## config.mk

```make
export PLATFORM = sky130hd
export DESIGN_NAME = chunked_addsub
export DESIGN_NICKNAME = d
export VERILOG_FILES = /design/src/rtl/chunked_addsub.sv
export SDC_FILE = /design/constraint.sdc
export NUM_CORES = 1
export LEC_CHECK = 0
export CAP_MARGIN = 20
export CELL_PAD_IN_SITES_DETAIL_PLACEMENT = 0
export CELL_PAD_IN_SITES_GLOBAL_PLACEMENT = 1
export CORE_UTILIZATION = 44
export CTS_CLUSTER_DIAMETER = 80
export DETAILED_ROUTE_END_ITERATION = 7
export PLACE_DENSITY_LB_ADDON = 0.3
export SKIP_LAST_GASP = 1
export SLEW_MARGIN = 20
export SYNTH_ARGS = -nofsm -noshare
export SYNTH_HDL_FRONTEND = slang
export SYNTH_SLANG_ARGS = --single-unit
```

## constraint.sdc

```tcl
create_clock -name clk -period 4.1 [get_ports clk]
set_clock_uncertainty 0.1 [all_clocks]
set_input_delay 0.41 -clock clk [delete_from_list [all_inputs] [get_ports clk]]
set_output_delay 0.41 -clock clk [all_outputs]
set_load 0.005 [all_outputs]
```

## src/rtl/chunked_addsub.sv

```systemverilog
// rtl/chunked_addsub.sv - multi-cycle chunked adder/subtractor, one CHUNK-bit slice per cycle
// Optional saturating SUB_SAT mode (op 11) is built when ADDSUB_SAT_EN is defined.
module chunked_addsub #(
    parameter int WIDTH = 32,
    parameter int CHUNK = 8
) (
    input  logic             clk,
    input  logic             rst_n,
    input  logic             in_valid,
    output logic             in_ready,
    input  logic [1:0]       op,
    input  logic [WIDTH-1:0] a,
    input  logic [WIDTH-1:0] b,
    input  logic             cin,
    output logic             out_valid,
    input  logic             out_ready,
    output logic [WIDTH-1:0] r,
    output logic             cout,
    output logic             zero,
    output logic             ovf
);
    localparam int N  = WIDTH / CHUNK;
    localparam int CW = $clog2(N + 1);

    localparam logic [1:0] OP_ADD   = 2'b00;
    localparam logic [1:0] OP_CLAMP = 2'b10;

    typedef enum logic [1:0] {IDLE, BUSY, DONE} state_t;

    state_t           state;
    logic [WIDTH-1:0] a_q, b_q, r_acc;
    logic [1:0]       op_q;
    logic             carry, a_msb, b_msb;
    logic [CW-1:0]    idx;

    logic [CHUNK:0]   sum;
    logic [WIDTH-1:0] raw, fin_r;
    logic             raw_ovf, borrow, fin_cout, fin_ovf;

    assign in_ready = (state == IDLE);

    always_comb begin
        sum = {1'b0, a_q[CHUNK-1:0]} + {1'b0, b_q[CHUNK-1:0]} + {{CHUNK{1'b0}}, carry};
        // Result slices enter at the top and shift down, so after N cycles r_acc is aligned.
        raw      = (r_acc >> CHUNK) | (WIDTH'(sum[CHUNK-1:0]) << (WIDTH - CHUNK));
        raw_ovf  = (a_msb == b_msb) && (raw[WIDTH-1] != a_msb);
        borrow   = ~sum[CHUNK];
        fin_r    = raw;
        fin_cout = (op_q == OP_ADD) ? sum[CHUNK] : borrow;
        fin_ovf  = raw_ovf;
        if (op_q == OP_CLAMP) begin
            fin_ovf = 1'b0;
            if (borrow)
                fin_r = '0;
        end
`ifdef ADDSUB_SAT_EN
        if (op_q == 2'b11 && raw_ovf)
            fin_r = a_msb ? {1'b1, {(WIDTH-1){1'b0}}} : {1'b0, {(WIDTH-1){1'b1}}};
`endif
    end

    always_ff @(posedge clk or negedge rst_n) begin
        if (!rst_n) begin
            state     <= IDLE;
            a_q       <= '0;
            b_q       <= '0;
            r_acc     <= '0;
            op_q      <= OP_ADD;
            carry     <= 1'b0;
            a_msb     <= 1'b0;
            b_msb     <= 1'b0;
            idx       <= '0;
            out_valid <= 1'b0;
            r         <= '0;
            cout      <= 1'b0;
            zero      <= 1'b0;
            ovf       <= 1'b0;
        end else begin
            case (state)
                IDLE: begin
                    if (in_valid) begin
                        // Subtraction is a + ~b + 1: invert b once here and seed carry with 1.
                        a_q   <= a;
                        b_q   <= (op == OP_ADD) ? b : ~b;
                        carry <= (op == OP_ADD) ? cin : 1'b1;
                        a_msb <= a[WIDTH-1];
                        b_msb <= (op == OP_ADD) ? b[WIDTH-1] : ~b[WIDTH-1];
                        op_q  <= op;
                        r_acc <= '0;
                        idx   <= '0;
                        state <= BUSY;
                    end
                end
                BUSY: begin
                    a_q   <= a_q >> CHUNK;
                    b_q   <= b_q >> CHUNK;
                    r_acc <= raw;
                    carry <= sum[CHUNK];
                    idx   <= idx + 1'b1;
                    if (idx == CW'(N - 1)) begin
                        r         <= fin_r;
                        cout      <= fin_cout;
                        zero      <= (fin_r == '0);
                        ovf       <= fin_ovf;
                        out_valid <= 1'b1;
                        state     <= DONE;
                    end
                end
                DONE: begin
                    if (out_ready) begin
                        out_valid <= 1'b0;
                        state     <= IDLE;
                    end
                end
                default: state <= IDLE;
            endcase
        end
    end
endmodule
```

== Word-level counts from Yosys, hierarchy flattened ==
Cells that the tools add are included.

* Bits in registers: 142
* Input port bits: 71
* Output and inout port bits: 37
* Word-level logic and storage cells: 66

* $add $sub $neg: 3
* Equality and inequality tests: 9
* Multiplexer cells: 24
* Bitwise logic cells: 4
* Reductions and logical operators: 12

{| class="wikitable"
|+ Operators with widths
! operator !! number
|-
| 32-bit two-way mux || 6
|-
| 32-bit case mux with 2 select lines || 3
|-
| 32-bit zero test || 1
|-
| 32-bit inverter || 1
|-
| 24-bit by 32-bit bitwise OR with 32-bit output || 1
|-
| 8-bit by 8-bit adder with 9-bit output || 1
|-
| 9-bit by 1-bit adder with 9-bit output || 1
|-
| 1-bit two-way mux || 7
|-
| 2-bit zero test || 3
|-
| 2-bit two-way mux || 3
|-
| 2-bit != test, second input constant || 3
|-
| 2-bit case mux with 3 select lines || 1
|-
| 3-bit case mux with 2 select lines || 1
|-
| 2-bit AND reduction || 3
|-
| 3-bit AND reduction || 2
|-
| 2-bit equality test, second input constant || 2
|-
| 1-bit case mux with 2 select lines || 2
|-
| 2-bit nonzero test || 2
|-
| 3-bit by 1-bit adder with 3-bit output, second input constant || 1
|-
| 3-bit by 2-bit equality test with 1-bit output, second input constant || 1
|-
| 3-bit two-way mux || 1
|-
| 2-bit by 1-bit equality test with 1-bit output, second input constant || 1
|-
| 1-bit inverter || 2
|-
| 1-bit equality test || 1
|-
| other kinds (2) || 2
|}

== Depth between registers and ports, before layout ==
Gate-level depths: netlist (run 1).

* Depth in word-level cells: 6
* Depth in mapped cells: 10
* Mapped depth without buffers: 9

== Least setup slack after synthesis (run 1) ==
OpenSTA, ideal clock, no wires.

* Path type: register to register
* Start: reg a_q[0]
* End: reg cout
* Data arrival time: 2.137 ns
* Data required time: 3.876 ns
* Slack: 1.740 ns
* Stages on the path, launching flop included: 10
* Cells stage by stage: dfrtp_1 -> fa_1 -> inv_1 -> fa_1 -> nand2b_1 -> a211oi_2 -> o31a_4 -> o21a_1 -> o21a_1 -> o31a_1

* Longest elaborated chain between the ends: 4

{| class="wikitable"
|+ RTL lines
! element !! RTL line !! RTL
|-
| start, declared || 31 || <nowiki>logic [WIDTH-1:0] a_q, b_q, r_acc;</nowiki>
|-
| start signal, assigned || 95 || <nowiki>a_q <= a_q >> CHUNK;</nowiki>
|-
| 8-bit by 8-bit adder with 9-bit output (*) || 43 || <nowiki>sum = {1'b0, a_q[CHUNK-1:0]} + {1'b0, b_q[CHUNK-1:0]} + {{CHUNK{1'b0}}, carry};</nowiki>
|-
| 9-bit by 1-bit adder with 9-bit output (*) || 43 ||
|-
| 1-bit inverter || 47 || <nowiki>borrow = ~sum[CHUNK];</nowiki>
|-
| 1-bit two-way mux (*) || 49 || <nowiki>fin_cout = (op_q == OP_ADD) ? sum[CHUNK] : borrow;</nowiki>
|-
| end signal, assigned || 102 || <nowiki>cout <= fin_cout;</nowiki>
|-
| end, declared || 18 || <nowiki>output logic cout,</nowiki>
|}

Mark *: on every way between the ends. The rest lies on a longest branch, timed or not.
A chain may end at the register's enable or synchronous reset.

== Final worst setup path (run 1) ==
* Start: reg a_q[0]
* End: reg zero

* Longest elaborated chain between the ends: 6

{| class="wikitable"
|+ RTL lines
! element !! RTL line !! RTL
|-
| 8-bit by 8-bit adder with 9-bit output (*) || 43 ||
|-
| 9-bit by 1-bit adder with 9-bit output (*) || 43 ||
|-
| 24-bit by 32-bit bitwise OR with 32-bit output || 45 || <nowiki>raw = (r_acc >> CHUNK) | (WIDTH'(sum[CHUNK-1:0]) << (WIDTH - CHUNK));</nowiki>
|-
| 32-bit two-way mux || 53 || <nowiki>if (borrow)</nowiki>
|-
| 32-bit two-way mux (*) || 51 || <nowiki>if (op_q == OP_CLAMP) begin</nowiki>
|-
| 32-bit zero test (*) || 103 || <nowiki>zero <= (fin_r == '0);</nowiki>
|-
| end signal, assigned || 103 ||
|-
| end, declared || 19 || <nowiki>output logic zero,</nowiki>
|}

Marked as above.

==> impl_summary.txt, run 1 <==
----------------------------------------------------
[Placed design]
  Port-buffer cells ... 107
  Detailed placer's ending HPWL ... 9.41 mm
  Global placement routability congestion ... 0.834
  DP Cell Count ... 827

[CTS]
  Clock transition time at the flip-flop clock pins of the worst setup and hold paths ... 0.05 ns
  Sink count of the clock tree ... 134
  TritonCTS Buffers ... 17
  Deepest clock path buffer count ... 2
  Number of buffers added to fix hold violations after cts ... 0
  Clock latency at the later pin of the worst-skew pair ... 0.42 ns
  Total number of H-tree levels ... 4
  CTS root buffer ... clkbuf_16
  Post-cts resize count ... 0
  Post-CTS Setup Repair Bufs ... 0
  TritonCTS clock tree ... done

[Timing]
  Share of the cycle needed by the critical path after routing ... 69.5%
  Number of endpoints failing setup at the final stage ... 0
  Number of endpoints with negative hold slack in the final report ... 0
  Normalized max-slew margin ... 29.9%
  Worst-Margin Slew ... 1.05 ns
  Pins over their slew limit ... 0
  Clock period minus worst slack ... 2.85 ns
  Upper clock frequency limit ... 351 MHz
  Worst hold-check slack ... 0.0143 ns
  Total negative slack for setup checks ... 0 ns
  Setup repair after global routing missed its margin ... false

[Critical path]
  Worst path most repeated cell ... fa_1
  Critical path's top delay family ... compound AO/OA/AOI/OAI gates
  Standard cell with the maximum stage delay on the critical path ... a21oi_4
  Terminus of the critical flop-to-flop path ... zero$_DFFE_PN0P_
  Data arrival time of the critical path ... 3.01 ns
  Setup slack, reg-to-reg ... 1.25 ns
  Worst setup EP type ... flip-flop
  Number of buffers and inverters on the critical path ... 1
  Category of the most critical setup path ... flip-flop to flip-flop
  Critical path's largest stage delay ... 0.67 ns
  Critical path fanouts, max ... 33
  Worst reg2reg path startpoint ... a_q[0]$_DFFE_PN0P_
  Required time at the endpoint of the critical path ... 4.26 ns
  Cell breakdown of the critical path ... fa_1 > inv_1 > fa_1 > nand2b_1 > a211oi_2 > o31a_4 > o21ai_2 > a21oi_4 > o22ai_1
  R2r worst-path depth ... 9
  Kind of launch point of the worst setup path ... flip-flop

[Drt]
  Post-detailed-route count of antenna-violating nets ... 0
  Total via count in the routed design ... 4641
  Drt pass-1 iters ... 5
  DRC Markers ... 0
  Routed wl met2 ... 6.87 mm
  Per-cell via count in the routed design ... 5.41
  Routed wire per std cell ... 16.3 um
  Total wire length after detailed routing ... 14.0 mm
  Detailed route wirelength on metal3 ... 714 um
  Topmost layer with routed signal wires ... met4
  Number of DRC markers in iteration 0 ... 313
  Met1 routed wirelength after detailed routing ... 6.22 mm

[Final layout]
  Fin nets ... 753
  Share of post-route cells with drive strength above 1 ... 6.74%
  Synth-to-layout area growth ... 28.4%
  Area of the multi-input gates ... 2450 um2
  Register cell area after layout ... 3350 um2
  Antenna diode count ... 0
  Number of fill cells ... 1147
  Count of non-filler cells in the finished layout ... 858

[Die]
  Standard cell core area ... 13300 um2
  Standard-cell rows ... 42
  Vertical die dimension ... 119 um
  I/O pin count ... 108
  Die width ... 119 um
  Starting density of the core ... 45.3%
  Total Die Area ... 14200 um2

[Yosys]
  Distinct cells, synth ... 42
  Fraction of registers with async set or reset after synthesis ... 100%
  Flops & latches, synth ... 134
  Number of nets produced by synthesis ... 660
  Number of synthesis warnings ... 0
  Combined area of all synthesized cells ... 6020 um2
  Synthesized area per cell ... 10.4 um2
  Post-synth EDFFs ... 0
  Gate count of the mapped netlist ... 578
  Post-synth top flop ... dfrtp_1
  Post-synthesis sequential area ratio ... 55.7%

[GRT]
  Antenna violations before repair ... 0
  First-pass GRT wire length ... 23.1 mm
  Vias in the first global route ... 4530
  Overall track demand over capacity in global routing ... 21.3%
  Pin count of the biggest net entering global routing ... 109
  Residual overflow from global routing ... 0

[Job]
  Max Cap Violations ... 0

[Power and ir drop]
  VDD IR max ... 0.343 mV
  Power per standard cell area ... 781 nW/um2
  Total power after layout ... 6.04 mW
  Leakage ... 3.61 nW

[Hold path]
  Type of the tightest min-delay check ... input port to asynchronous set/reset pin

[Status]
  Outcome ... finished, final reports clean

----------------------------------------------------
==> final cells by class <==
cell class	count	share of cell area, %
sequential	134	43.4
multi-input combinational	394	31.7
timing repair buffer	113	14.7
clock buffer	26	6.59
tap	176	2.85
inverter	11	0.534
clock inverter	4	0.259
==> layout by cell type, fill, tap and decap left out, types with 23 or more instances in the layout <==
master,count
a22o_1,32
a221o_1,26
clkdlybuf4s50_1,106
nand3_1,36
dfrtp_1,134
nand2_1,124
xor2_1,33
nor2_1,34
a22oi_1,23
==> per-stage QoR <==
stage / util [%] / cell area (um2) / worst slack [ns]
after floorplan: - / 6020 / 1.74
after global placement: 54.0 / 7180 / 1.36
after detailed placement: 54.0 / 7180 / 1.26
after CTS: 58.0 / 7700 / 1.23
after global routing: 58.2 / 7730 / 1.06
final: 58.2 / 7730 / 1.25
==> layer usage <==
| metal | GRT usage (%) | vias up |
|---|---|---|
| met3 | 6.08 | 14 |
| li1 | - | 2217 |
| met4 | 8.23 | 0 |
| met5 | 0 | - |
| met2 | 33.8 | 127 |
| met1 | 27.7 | 2283 |
==> power breakdown <==
| group | leakage, nW | internal [mW] | switching [mW] |
|---|---|---|---|
| sequential | 1.74 | 1.87 | 0.404 |
| clock | 0.266 | 0.841 | 0.513 |
| combinational | 1.61 | 1.10 | 1.31 |
| total | 3.61 | 3.81 | 2.22 |
==> sequential cells by signal, summed over array words and instances (netlist names) <==
| name | flops |
|---|---|
| a_q | 32 |
| b_q | 32 |
| r | 32 |
| r_acc | 24 |
| idx | 3 |
| op_q | 2 |
| state | 2 |
| a_msb | 1 |
| b_msb | 1 |
| carry | 1 |
| cout | 1 |
| out_valid | 1 |
| ovf | 1 |
| zero | 1 |
==> worst reg2reg max path: stages, from the launching register on <==
cell      delay (ns)
dfrtp_1         0.38
fa_1            0.21
inv_1           0.06
fa_1            0.38
nand2b_1        0.19
a211oi_2        0.25
o31a_4          0.17
o21ai_2         0.08
a21oi_4         0.67
o22ai_1         0.21
==> synthesized netlist by cell type, types with 2 or more instances <==
cell	n	share of area (%)
dfrtp_1	134	56
nand2_1	125	7.8
nand3_1	36	3.0
nor2_1	35	2.2
xor2_1	33	4.8
a22o_1	32	4.7
a221o_1	26	4.3
a22oi_1	23	2.9
clkbuf_1	23	1.4
o21ai_0	17	1.4
inv_1	11	0.69
ha_1	9	1.9
buf_2	8	0.67
nor4_1	8	0.83
a21oi_1	6	0.50
nor3_1	5	0.42
buf_6	4	0.75
nand2b_1	4	0.42
buf_4	3	0.37
nor2_2	3	0.31
o21a_1	3	0.37
o21ai_1	3	0.25
xnor2_1	3	0.44
and2_1	2	0.21
fa_1	2	0.67
mux2i_1	2	0.33
nand4_1	2	0.21
o22ai_1	2	0.21
==> how the worst max path moves through the flow <==
stage / from / endpoint / slack [ns] / cells past startpoint
detailed placement: a_q[0]$_DFFE_PN0P_ / zero$_DFFE_PN0P_ / 1.26 / 9
global placement: a_q[0]$_DFFE_PN0P_ / zero$_DFFE_PN0P_ / 1.36 / 9
global route: a_q[0]$_DFFE_PN0P_ / zero$_DFFE_PN0P_ / 1.06 / 9
floorplan: a_q[0]$_DFFE_PN0P_ / cout$_DFFE_PN0P_ / 1.74 / 9
CTS: a_q[0]$_DFFE_PN0P_ / zero$_DFFE_PN0P_ / 1.23 / 9
finish: a_q[0]$_DFFE_PN0P_ / zero$_DFFE_PN0P_ / 1.25 / 9
==> logic make-up after synthesis <==
| family | share of synthesized area, % |
|---|---|
| AO/OA/AOI/OAI | 16.2 |
| adder cells (fa/ha/maj) | 2.54 |
| flip-flops | 55.7 |
| multiplexers | 0.333 |
| buffers and inverters | 3.97 |
| XOR/XNOR | 5.51 |
| AND/OR/NAND/NOR | 15.8 |
Power figures use the tool's default switching activity.
==> run 2: changes to the inputs <==
--- a/config.mk
+++ b/config.mk
@@ -8,7 +8,7 @@
 export CAP_MARGIN = 20
 export CELL_PAD_IN_SITES_DETAIL_PLACEMENT = 0
 export CELL_PAD_IN_SITES_GLOBAL_PLACEMENT = 1
-export CORE_UTILIZATION = 44
+export CORE_UTILIZATION = 41
 export CTS_CLUSTER_DIAMETER = 80
 export DETAILED_ROUTE_END_ITERATION = 7
 export PLACE_DENSITY_LB_ADDON = 0.3
==> constraint.sdc (replaced) <==
create_clock -name clk -period 2.78 [get_ports clk]
set_clock_uncertainty 0.1 [all_clocks]
set_input_delay 0.278 -clock clk [delete_from_list [all_inputs] [get_ports clk]]
set_output_delay 0.278 -clock clk [all_outputs]
set_load 0.005 [all_outputs]
==> impl_summary.txt, run 2 (synthesized netlist as in run 1, its figures left out) <==
----------------------------------------------------
[Status]
  Outcome ... finished, final reports clean

[Drt]
  Number of DRC markers in iteration 0 ... 317 (+1.3%)
  DRC Markers ... 0 (unchanged)
  Total via count in the routed design ... 4731 (+1.9%)
  Total wire length after detailed routing ... 14.9 mm (+6.1%)
  Post-detailed-route count of antenna-violating nets ... 0 (unchanged)
  Per-cell via count in the routed design ... 5.42 (+0.19%)
  Routed wire per std cell ... 17.0 um (+4.2%)
  Drt pass-1 iters ... 5 (unchanged)

[Die]
  Die width ... 123 um (+3.5%)
  Vertical die dimension ... 123 um (+3.5%)
  Standard cell core area ... 14100 um2 (+6.0%)
  Starting density of the core ... 42.7% (-2.6 points)
  Total Die Area ... 15200 um2 (+7.2%)
  I/O pin count ... 108 (unchanged)
  Standard-cell rows ... 43 (+2.4%)

[Job]
  Max Cap Violations ... 0 (unchanged)

[Placed design]
  Post-placement setup slack ... -0.108 ns (-1.37 ns)
  Detailed placer's ending HPWL ... 10.0 mm (+6.4%)
  Port-buffer cells ... 107 (unchanged)
  Global placement routability congestion ... 0.811 (-2.8%)
  Dpl cell area ... 7290 um2 (+1.6%)

[CTS]
  Sink count of the clock tree ... 134 (unchanged)
  CTS root buffer ... clkbuf_16
  TritonCTS Buffers ... 17 (unchanged)
  Clock latency at the later pin of the worst-skew pair ... 0.42 ns (about the same)
  TritonCTS clock tree ... done
  Total number of H-tree levels ... 4 (unchanged)
  Deepest clock path buffer count ... 2 (unchanged)
  Clock transition time at the flip-flop clock pins of the worst setup and hold paths ... 0.06 ns (about the same)

[Timing]
  Worst-Margin Slew ... 0.771 ns (-0.279 ns)
  Number of endpoints failing setup at the final stage ... 0 (unchanged)
  Upper clock frequency limit ... 377 MHz (+7.3%)
  Pins over their slew limit ... 0 (unchanged)
  Normalized max-slew margin ... 48.4% (+19 points)
  Number of endpoints with negative hold slack in the final report ... 0 (unchanged)
  Worst Slack Setup Final ... 0.126 ns (-1.13 ns)
  Setup repair after global routing missed its margin ... false
  Clock period minus worst slack ... 2.65 ns (-0.195 ns)
  Share of the cycle needed by the critical path after routing ... 95.5% (+26 points)

[Final layout]
  Share of post-route cells with drive strength above 1 ... 8.66% (+1.9 points)
  Most used cells in the layout excluding fill and tap cells ... 134 x dfrtp_1, 124 x nand2_1, 106 x clkdlybuf4s50_1, 36 x nand3_1, 34 x nor2_1
  Fin nets ... 763 (+1.3%)
  Most common library cell in the layout ignoring fill and taps ... dfrtp_1
  Antenna diode count ... 0 (unchanged)
  Synth-to-layout area growth ... 32.7%
  Post-layout instance area ... 7990 um2 (+3.3%)
  Biggest registers after layout ... a_q: 32 flops, b_q: 32 flops, r: 32 flops
  Core utilization of the finished layout ... 56.7% (-1.5 points)

[Power and ir drop]
  Power per standard cell area ... 1190 nW/um2 (+52%)
  Switching share of power ... 35.8% (-1.0 points)
  Register share of total power ... 35.1% (-2.5 points)
  VDD IR max ... 0.575 mV (+68%)
  Total power after layout ... 9.49 mW (+57%)
  Int Pwr ... 6.09 mW (+60%)
  Net switching power ... 3.40 mW (+53%)
  Clock network fraction of total power ... 25.6% (+3.2 points)
  Combinational share of power ... 39.3% (-0.6 points)
  Leakage ... 3.73 nW (+3.1%)

[GRT]
  Residual overflow from global routing ... 0 (unchanged)
  Pin count of the biggest net entering global routing ... 78 (-28%)
  Antenna violations before repair ... 0 (unchanged)
  Overall track demand over capacity in global routing ... 21.3% (about the same)
  First-pass GRT wire length ... 24.3 mm (+5.4%)
  Vias in the first global route ... 4707 (+3.9%)

[Critical path]
  Data arrival time of the critical path ... 2.85 ns (-0.16 ns)
  Critical path fanouts, max ... 17 (-48%)
  Setup slack, reg-to-reg ... 0.13 ns (-1.13 ns)
  Worst setup EP type ... flip-flop
  Kind of launch point of the worst setup path ... flip-flop
  Required time at the endpoint of the critical path ... 2.98 ns (-1.28 ns)
  Category of the most critical setup path ... flip-flop to flip-flop

[Hold path]
  Type of the tightest min-delay check ... input port to asynchronous set/reset pin

----------------------------------------------------
==> run 2: cell types whose count changed in the layout (fill, tap and decap cells not counted), sizes merged <==
cell	previous run	this run
clkinv	4	3
dlygate4sd3	0	1
clkbuf	26	23
buf	7	15
clkinvlp	0	1
a21oi	7	8
bufinv	0	4
==> run 2: critical path, stage by stage, from the launching register on <==
cell and delay (ns):
dfrtp_1 0.39, fa_1 0.44, inv_1 0.08, fa_1 0.20, nand2b_1 0.15, a211oi_2 0.09, o31a_4 0.30, o21ai_2 0.31
a21oi_4 0.10, buf_12 0.17, a22o_1 0.19
==> run 2: stage by stage <==
step | TNS, ns | instances | hold slack [ns]
floorplan | 0 | 578 | -0.118
global placement | -0.0277 | 839 | 0.0116
detailed placement | -1.74 | 839 | 0.0137
CTS | 0 | 872 | 0.139
global route | 0 | 873 | 0.165
finish | 0 | 873 | 0.151
==> run 2: power groups by stage <==
| stage | combinational (mW) | clock (mW) | sequential (mW) |
|---|---|---|---|
| 6_report | 3.73 | 2.43 | 3.33 |
| 5_1_grt | 4.15 | 2.55 | 3.43 |
| 4_1_cts | 3.74 | 2.47 | 3.34 |
| 3_5_place_dp | 3.70 | 0 | 3.37 |
| 3_3_place_gp | 3.63 | 0 | 3.34 |
| 2_1_floorplan | 2.38 | 0 | 3.19 |
==> run 2: repair_timing <==
| action | in CTS | in global routing |
|---|---|---|
| hold endpoints to repair | 134 | 0 |
| gates resized for setup | 0 | 1 |
| pin swaps | 1 | 1 |
| gates cloned | 1 | 0 |
| hold buffers | 1 | 0 |
| buffers inserted | 0 | 1 |
| setup endpoints to repair | 33 | 18 |
==> run 2: worst paths after layout <==
| check | start | endpoint | cells past startpoint |
|---|---|---|---|
| max | a_q[0]$_DFFE_PN0P_ | r[22]$_DFFE_PN0P_ | 10 |
| min | rst_n | zero$_DFFE_PN0P_ | 2 |
| max reg2reg | a_q[0]$_DFFE_PN0P_ | r[22]$_DFFE_PN0P_ | 10 |
| min reg2reg | a_q[21]$_DFFE_PN0P_ | a_q[21]$_DFFE_PN0P_ | 2 |
| max in group asynchronous | rst_n | b_q[26]$_DFFE_PN0P_ | 3 |
| min in group clk | a[28] | a_q[28]$_DFFE_PN0P_ | 3 |
==> run 2: area by class of cell <==
type | instances | area (um2)
fillers | 1261 | 6110
flip-flops and latches | 134 | 3350
multi-input cells | 395 | 2470
repair buffers | 122 | 1250
clock buffers | 23 | 508
well taps | 180 | 225
clock inverters | 8 | 143
inverters | 11 | 41.3
==> run 2: per-layer routing <==
layer	GRT usage [%]	routed length, um
met1	27.4	6380
met2	34.2	7370
met4	8.43	223
met5	0	0
met3	5.77	879
==> run 3: changes to the inputs <==
--- a/config.mk
+++ b/config.mk
@@ -8,6 +8,7 @@
 export CAP_MARGIN = 20
 export CELL_PAD_IN_SITES_DETAIL_PLACEMENT = 0
 export CELL_PAD_IN_SITES_GLOBAL_PLACEMENT = 1
+export CORE_MARGIN = 2
 export CORE_UTILIZATION = 41
 export CTS_CLUSTER_DIAMETER = 80
 export DETAILED_ROUTE_END_ITERATION = 7
==> impl_summary.txt, run 3 (synthesized netlist as in run 1, its figures left out) <==
----------------------------------------------------
[Status]
  Outcome ... finished, final reports clean

[Critical path]
  R2r worst-path depth ... 10 (unchanged)
  Setup slack, reg-to-reg ... 0.12 ns (about the same)
  Stages on the worst setup path ... 10 (unchanged)
  Critical path's largest stage delay ... 0.40 ns (-0.04 ns)
  Cell breakdown of the critical path ... fa_1 > inv_1 > fa_1 > nand2b_1 > a211oi_2 > o31a_4 > o21ai_2 > a21oi_4 > buf_12 > a22o_1
  Worst path most repeated cell ... fa_1
  Terminus of the critical flop-to-flop path ... r[15]$_DFFE_PN0P_
  Standard cell with the maximum stage delay on the critical path ... fa_1
  Kind of launch point of the worst setup path ... flip-flop
  Number of buffers and inverters on the critical path ... 2 (unchanged)
  Data arrival time of the critical path ... 2.91 ns (+0.06 ns)
  Worst reg2reg path startpoint ... a_q[0]$_DFFE_PN0P_
  Worst setup path startpoint ... a_q[0]$_DFFE_PN0P_
  Required time at the endpoint of the critical path ... 3.04 ns (+0.06 ns)
  Critical path fanouts, max ... 24 (+7)
  Category of the most critical setup path ... flip-flop to flip-flop
  Critical path's top delay family ... compound AO/OA/AOI/OAI gates
  Worst setup EP type ... flip-flop

[Final layout]
  Antenna diode count ... 0 (unchanged)
  Count of non-filler cells in the finished layout ... 875 (+0.23%)
  Synth-to-layout area growth ... 32.9%
  Post-layout instance area ... 8000 um2 (+0.16%)
  Most common library cell in the layout ignoring fill and taps ... dfrtp_1
  Most used cells in the layout excluding fill and tap cells ... 134 x dfrtp_1, 124 x nand2_1, 106 x clkdlybuf4s50_1, 36 x nand3_1, 34 x nor2_1
  Number of fill cells ... 1294 (+2.6%)
  Biggest registers after layout ... a_q: 32 flops, b_q: 32 flops, r: 32 flops
  Fin nets ... 760 (-0.39%)
  Share of post-route cells with drive strength above 1 ... 8.25% (-0.41 points)
  Core utilization of the finished layout ... 55.5% (-1.2 points)

[Timing]
  Normalized max-slew margin ... 49.5% (+1.0 points)
  Worst Slack Setup Final ... 0.124 ns (-0.00173 ns)
  Worst hold-check slack ... 0.287 ns (+0.135 ns)
  Worst-Margin Slew ... 0.756 ns (-0.0154 ns)
  Number of endpoints with negative hold slack in the final report ... 0 (unchanged)
  Upper clock frequency limit ... 376 MHz (about the same)
  Total negative slack for setup checks ... 0 ns (unchanged)
  Setup repair after global routing missed its margin ... false
  Pins over their slew limit ... 0 (unchanged)
  Clock period minus worst slack ... 2.66 ns (+0.00173 ns)
  Share of the cycle needed by the critical path after routing ... 95.5% (about the same)
  Number of endpoints failing setup at the final stage ... 0 (unchanged)

[Hold path]
  Type of the tightest min-delay check ... input port to asynchronous set/reset pin

[GRT]
  Pin count of the biggest net entering global routing ... 78 (unchanged)
  Antenna violations before repair ... 0 (unchanged)
  Residual overflow from global routing ... 0 (unchanged)
  First-pass GRT wire length ... 24.4 mm (+0.14%)
  Overall track demand over capacity in global routing ... 19.6% (-1.7 points)
  Vias in the first global route ... 4786 (+1.7%)

[Drt]
  Total via count in the routed design ... 4674 (-1.2%)
  Drt pass-1 iters ... 5 (unchanged)
  Routed wire per std cell ... 16.7 um (-1.8%)
  Per-cell via count in the routed design ... 5.34 (-1.4%)
  Total wire length after detailed routing ... 14.6 mm (-1.6%)
  Post-detailed-route count of antenna-violating nets ... 0 (unchanged)
  DRC Markers ... 0 (unchanged)
  Number of DRC markers in iteration 0 ... 329 (+3.8%)

[Placed design]
  Post-placement setup slack ... 0.156 ns (+0.264 ns)
  Global placement routability congestion ... 0.810 (-0.15%)
  DP Cell Count ... 842 (+0.36%)
  Port-buffer cells ... 107 (unchanged)
  Detailed placer's ending HPWL ... 10.1 mm (+1.2%)
  Dpl cell area ... 7310 um2 (+0.31%)

[CTS]
  TritonCTS clock tree ... done
  Post-CTS Setup Repair Bufs ... 0 (unchanged)
  Clock transition time at the flip-flop clock pins of the worst setup and hold paths ... 0.05 ns (about the same)
  Deepest clock path buffer count ... 2 (unchanged)
  Clock latency at the later pin of the worst-skew pair ... 0.43 ns (about the same)
  Post-cts resize count ... 0 (unchanged)
  Total number of H-tree levels ... 4 (unchanged)
  TritonCTS Buffers ... 17 (unchanged)
  CTS root buffer ... clkbuf_16
  Sink count of the clock tree ... 134 (unchanged)

[Power and ir drop]
  Power per standard cell area ... 1190 nW/um2 (+0.54%)
  Leakage ... 3.73 nW (+0.22%)
  Total power after layout ... 9.56 mW (+0.70%)
  VDD IR max ... 0.565 mV (-1.7%)

[Die]
  Starting density of the core ... 41.7% (-0.97 points)
  Standard cell core area ... 14400 um2 (+2.3%)
  Standard-cell rows ... 44 (+2.3%)
  Total Die Area ... 15700 um2 (+3.3%)
  I/O pin count ... 108 (unchanged)
  Vertical die dimension ... 125 um (+1.6%)
  Die width ... 125 um (+1.6%)

[Job]
  Max Cap Violations ... 0 (unchanged)

----------------------------------------------------
-- run 3: cell types whose count changed in the layout (fill, tap and decap cells not counted) --
cell        previous run  this run
buf_4                  9         6
clkbuf_1               0         1
clkinvlp_4             1         0
bufinv_16              4         5
a21oi_4                2         1
buf_12                 5         6
-- run 3: per-layer routing --
| layer | vias up | track usage [%] | part of all wire [%] |
|---|---|---|---|
| met2 | 122 | 32.6 | 50 |
| met5 | - | 0 | 0 |
| met3 | 28 | 4.88 | 5.5 |
| met4 | 0 | 8.63 | 2.2 |
| li1 | 2243 | - | - |
| met1 | 2281 | 24.3 | 43 |
-- run 3: how the worst max path moves through the flow --
stage / end
2_1_floorplan: cout$_DFFE_PN0P_
3_3_place_gp: r[31]$_DFFE_PN0P_
3_5_place_dp: r[15]$_DFFE_PN0P_
4_1_cts: r[15]$_DFFE_PN0P_
5_1_grt: r[22]$_DFFE_PN0P_
6_report: r[15]$_DFFE_PN0P_
-- run 3: power breakdown --
part / switching, mW / leakage [nW] / total (mW) / internal, mW
combinational: 1.96 / 1.66 / 3.66 / 1.71
sequential: 0.601 / 1.74 / 3.35 / 2.75
clock: 0.810 / 0.336 / 2.54 / 1.73
total: 3.37 / 3.73 / 9.56 / 6.19
-- run 3: area by class of cell --
type / count / area [um2] / share of cell area [%]
multi-input cells: 394 / 2450 / 30.6
clock buffers: 24 / 512 / 6.40
well taps: 184 / 230 / 2.88
flip-flops and latches: 134 / 3350 / 41.9
inverters: 11 / 41.3 / 0.516
repair buffers: 120 / 1250 / 15.6
clock inverters: 8 / 165 / 2.06
-- run 3: timing repair --
item | in CTS | in global routing
hold buffers | 1 | 0
setup endpoints to repair | 0 | 0
endpoints found under the hold margin | 57 | 0
